<file path="src/rtl/des_key_scheduler.sv">
// rtl/des_key_scheduler.sv - DES round-subkey sequencer; decrypt order built with DES_KEYSCHED_DECRYPT_EN
module des_key_scheduler (
    input  logic        clk,
    input  logic        rst,
    input  logic        start,
    input  logic [55:0] key_in,
`ifdef DES_KEYSCHED_DECRYPT_EN
    input  logic        decrypt,
`endif
    output logic        busy,
    output logic [47:0] subkey,
    output logic        subkey_valid,
    input  logic        subkey_ready,
    output logic [3:0]  round,
    output logic        done
);

    typedef enum logic {
        IDLE    = 1'b0,
        PRESENT = 1'b1
    } state_t;

    // PC2 selection: entry i names the 1-based DES bit of C||D that feeds subkey bit i+1.
    localparam int PC2_TAB [48] = '{
        14, 17, 11, 24,  1,  5,  3, 28, 15,  6, 21, 10,
        23, 19, 12,  4, 26,  8, 16,  7, 27, 20, 13,  2,
        41, 52, 31, 37, 47, 55, 30, 40, 51, 45, 33, 48,
        44, 49, 39, 56, 34, 53, 46, 42, 50, 36, 29, 32
    };

    state_t      state_q;
    state_t      state_d;
    logic [55:0] cd_q;
    logic [3:0]  step_q;
    logic [3:0]  round_q;
    logic        mode_q;
    logic        done_r;

    logic        load;
    logic        advance;
    logic        finish;
    logic        start_dec;
    logic        rot_one;
    logic [55:0] cd_next;

    function automatic logic [27:0] rotl28(input logic [27:0] x, input logic one);
        return one ? {x[26:0], x[27]} : {x[25:0], x[27:26]};
    endfunction

`ifdef DES_KEYSCHED_DECRYPT_EN
    function automatic logic [27:0] rotr28(input logic [27:0] x, input logic one);
        return one ? {x[0], x[27:1]} : {x[1:0], x[27:2]};
    endfunction
`endif

    function automatic logic [47:0] pc2(input logic [55:0] c);
        logic [47:0] k;
        k = '0;
        for (int i = 0; i < 48; i++) begin
            k[47-i] = c[56-PC2_TAB[i]];
        end
        return k;
    endfunction

`ifdef DES_KEYSCHED_DECRYPT_EN
    assign start_dec = decrypt;
`else
    assign start_dec = 1'b0;
    assign mode_q    = 1'b0;
`endif

    // Shift-by-one transitions: encrypt into K2/K9/K16, decrypt out of K16/K9/K2.
    assign rot_one = (step_q == 4'd0) || (step_q == 4'd7) || (step_q == 4'd14);

`ifdef DES_KEYSCHED_DECRYPT_EN
    assign cd_next = mode_q ? {rotr28(cd_q[55:28], rot_one), rotr28(cd_q[27:0], rot_one)}
                            : {rotl28(cd_q[55:28], rot_one), rotl28(cd_q[27:0], rot_one)};
`else
    assign cd_next = {rotl28(cd_q[55:28], rot_one), rotl28(cd_q[27:0], rot_one)};
`endif

    // State register.
    always_ff @(posedge clk) begin
        if (rst) begin
            state_q <= IDLE;
        end else begin
            state_q <= state_d;
        end
    end

    // Next-state and control decode; start only matters in IDLE, ready only in PRESENT.
    always_comb begin
        state_d = state_q;
        load    = 1'b0;
        advance = 1'b0;
        finish  = 1'b0;
        case (state_q)
            IDLE: begin
                if (start) begin
                    load    = 1'b1;
                    state_d = PRESENT;
                end
            end
            PRESENT: begin
                if (subkey_ready) begin
                    if (step_q == 4'd15) begin
                        finish  = 1'b1;
                        state_d = IDLE;
                    end else begin
                        advance = 1'b1;
                    end
                end
            end
            default: state_d = IDLE;
        endcase
    end

    // Key halves, step/round counters, direction and done pulse.
    always_ff @(posedge clk) begin
        if (rst) begin
            cd_q    <= '0;
            step_q  <= '0;
            round_q <= '0;
            done_r  <= 1'b0;
`ifdef DES_KEYSCHED_DECRYPT_EN
            mode_q  <= 1'b0;
`endif
        end else begin
            done_r <= finish;
            if (load) begin
                step_q <= '0;
`ifdef DES_KEYSCHED_DECRYPT_EN
                mode_q <= start_dec;
`endif
                if (start_dec) begin
                    cd_q    <= key_in;
                    round_q <= 4'd15;
                end else begin
                    cd_q    <= {rotl28(key_in[55:28], 1'b1), rotl28(key_in[27:0], 1'b1)};
                    round_q <= 4'd0;
                end
            end else if (advance) begin
                step_q  <= step_q + 4'd1;
                cd_q    <= cd_next;
                round_q <= mode_q ? (round_q - 4'd1) : (round_q + 4'd1);
            end
        end
    end

    assign busy         = (state_q == PRESENT);
    assign subkey_valid = (state_q == PRESENT);
    assign subkey       = pc2(cd_q);
    assign round        = round_q;
    assign done         = done_r;

endmodule

</file>
<file path="config.mk">
export PLATFORM = sky130hd
export DESIGN_NAME = des_key_scheduler
export DESIGN_NICKNAME = d
export VERILOG_FILES = /design/src/rtl/des_key_scheduler.sv
export SDC_FILE = /design/constraint.sdc
export NUM_CORES = 1
export LEC_CHECK = 0
export ABC_AREA = 1
export CORE_UTILIZATION = 54
export DETAILED_ROUTE_END_ITERATION = 10
export HOLD_SLACK_MARGIN = 0.02
export PLACE_DENSITY = 0.95
export SLEW_MARGIN = 20
export SYNTH_ARGS = -nofsm -noshare
export SYNTH_HDL_FRONTEND = slang
export SYNTH_SLANG_ARGS = --single-unit
</file>
<file path="constraint.sdc">
create_clock -name clk -period 2.3 [get_ports clk]
set_input_delay 0.575 -clock clk [delete_from_list [all_inputs] [get_ports clk]]
set_output_delay 0.575 -clock clk [all_outputs]
set_load 0.01 [all_outputs]
</file>
==> impl_metrics.ini <==
[outcome]
status = finished, violations left
violations = design-rule violations

[setup_path]
critPathArrivalTime_ns = 1.32
critPathLaunchType = register
path_delay_family = buffers and inverters
worstSetupEndpointType = output pin
crit_type = register to output pin
path_cells = clkdlybuf4s50_1
cp.required_ns = 1.73
timing.critical_path.slowest_stage_cell = clkdlybuf4s50_1
cpPeakStageDelay_ns = 0.57
cp_max_fo = 5
critPathBufInv = 1

[synthesis]
synthMuxAreaShare = 0.125
yosys.area.top_type = dfxtp_1
ys_ff_latch = 66
synth_warnings = 0
synthArstFlopShare = 0
netlist.area_leader.share = 0.295
synth_edf_count = 0
syn_inst = 616
syn-num-nets = 680
synthSimpleGateAreaFrac = 0.222
synth_compound_area_frac = 0.136
synthAdderAreaFrac = 0.0112
yosys.cell_types.count = 25
ys_top_cells_by_area = dfxtp_1 29%, mux2i_1 13%, buf_4 9.4%, nand4_1 7.8%, a21oi_1 6.7%
synth_top_family_by_area = simple AND/OR/NAND/NOR gates
seq_area_frac_synth = 0.295
synth_area_um2 = 4480
synth-xor-area-share = 0.00391
synth_top_flop_cell = dfxtp_1
synth_common_cells = 66 x dfxtp_1, 66 x inv_1, 66 x nand2_1, 60 x a21oi_1, 60 x nand3_1
synth_area_per_cell_um2 = 7.28

[route]
dr_total_vias = 4401
drt_first_iter_violations = 467
drc_errors = 1
first_pass_iters = 8
wl_per_cell_um = 15.5
via_per_inst = 5.78
routed_wl_um = 11800
ant_nets = 0

[floorplan]
core-area_um2 = 7890
die_height_um = 93.1
die-area_um2 = 8670
initial_core_util = 0.568
chipWidth_um = 93.1
num_rows = 32
pin_count = 115

[clock_network]
ctsResizeCount = 0
cts_tree = done
htree_levels = 3
clk_latency_ns = 0.35
post-cts-setup-buffers = 0
numCtsBuffers = 9
cts_num_sinks = 66
cts_buffer_depth = 2
path_clk_slew_ns = 0.07
cts-root-buf = clkbuf_8
cts_hold_repair.buffers = 0

[power_and_ir_drop]
power_frac_clock = 0.307
power_density_nw_per_um2 = 608
p_switching_mw = 1.04
seq_power_share = 0.403
swShare = 0.314
leakage_nw = 2.48
p_int_mw = 2.28
pwr-share-comb = 0.290
vdd_drop_max_mv = 0.300

[place]
port_buffers = 114
hpwl_um = 7840
gp_congestion = 0.871
dpl_cell_area_um2 = 5260

[sta]
final.setup.tns_ns = 0
rsz0062_at_grt = no
worst_slew_pin_slew_ns = 0.589
fin_crit_sh = 0.822
min_period_ns = 1.89
skew_ns = 0.00691
relSlewSlack = 0.607
setup_viol = 0
slew_violations = 0
hold_viol = 0
fmax_ghz = 0.529

[grt]
grt_max_degree = 58
grt_pass1_vias = 4145
grt_pass1_wl_um = 19600
grt_util_all_layers = 0.278
grt_antenna_before_repair = 0
overflow = 0

[finish]
final_nets = 718
drive_gt1_frac = 0.0683
areaGrowthSynthToFinish_pct = 22.0
final_area_um2 = 5470
antenna_cells = 0

[worst_hold_path]
hold_path_class = register to register

[run]
maxCapViolCount = 0
## final timing paths
kind / startpoint / end / slack (ns) / depth (start not counted)
hold reg to reg: step_q[0]$_SDFFE_PP0P_ / step_q[0]$_SDFFE_PP0P_ / 0.52 / 2
setup reg to reg: step_q[0]$_SDFFE_PP0P_ / cd_q[52]$_SDFFE_PP0P_ / 0.43 / 9
hold / removal: step_q[0]$_SDFFE_PP0P_ / step_q[0]$_SDFFE_PP0P_ / 0.52 / 2
setup / recovery: busy$_SDFF_PP0_ / subkey_valid / 0.41 / 1
## cell usage in the layout (no fill, tap or decap)
master,instances
clkdlybuf4s50_1,114
inv_1,66
dfxtp_1,66
nand2_1,64
nand3_1,60
a21oi_1,60
nand4_1,56
mux2i_1,56
o21ai_1,40
o21ai_0,17
buf_4,13
clkbuf_8,11
nor2_1,8
nand3_2,5
ha_1,4
buf_12,4
clkinv_2,3
nand2_2,2
inv_2,1
nand2_4,1
a211oi_2,1
or2_2,1
o221a_2,1
xor2_1,1
xnor2_1,1
nor3_1,1
clkinvlp_4,1
bufinv_16,1
## state kept, by name (all words and copies together), names as in the netlist
register	count
cd_q	56
round	4
step_q	4
busy	1
done	1
## stage by stage
step	hold slack (ns)	utilization	setup WS, ns	cells	total power, mW
floorplan	0.472	-	0.850	616	2.03
global placement	0.470	0.667	0.312	745	2.27
detailed placement	0.515	0.667	0.218	745	2.31
CTS	0.528	0.693	0.390	761	3.33
global route	0.550	0.693	0.299	761	3.51
finish	0.525	0.693	0.410	761	3.32
## kinds of logic (layout without fill, tap and decap cells)
family                   count (synthesis)  count (layout)
buffers and inverters                  171             214
flip-flops                              66              66
adder cells (fa/ha/maj)                  4               4
AND/OR/NAND/NOR                        198             198
AO/OA/AOI/OAI                          119             119
XOR/XNOR                                 2               2
multiplexers                            56              56
## layer usage
layer	GRT usage	share of wire
met5	0	0
met1	0.347	0.42
met2	0.474	0.48
met4	0.0872	0.020
met3	0.0610	0.079
## power groups by stage
stage / clock, mW / combinational (mW) / sequential (mW)
after global placement: 0 / 0.915 / 1.36
after CTS: 1.04 / 0.960 / 1.34
after floorplan: 0 / 0.691 / 1.34
after global routing: 1.10 / 1.06 / 1.35
after detailed placement: 0 / 0.951 / 1.36
final: 1.02 / 0.964 / 1.34
## layout make-up
| class | instances | area [µm²] |
|---|---|---|
| clock buffer | 11 | 151 |
| tap | 102 | 128 |
| clock inverter | 5 | 52.6 |
| inverter | 67 | 251 |
| multi-input combinational | 379 | 2240 |
| fill | 593 | 2420 |
| timing repair buffer | 131 | 1320 |
| sequential | 66 | 1320 |
Note: power is estimated with default switching activity, not from simulation.
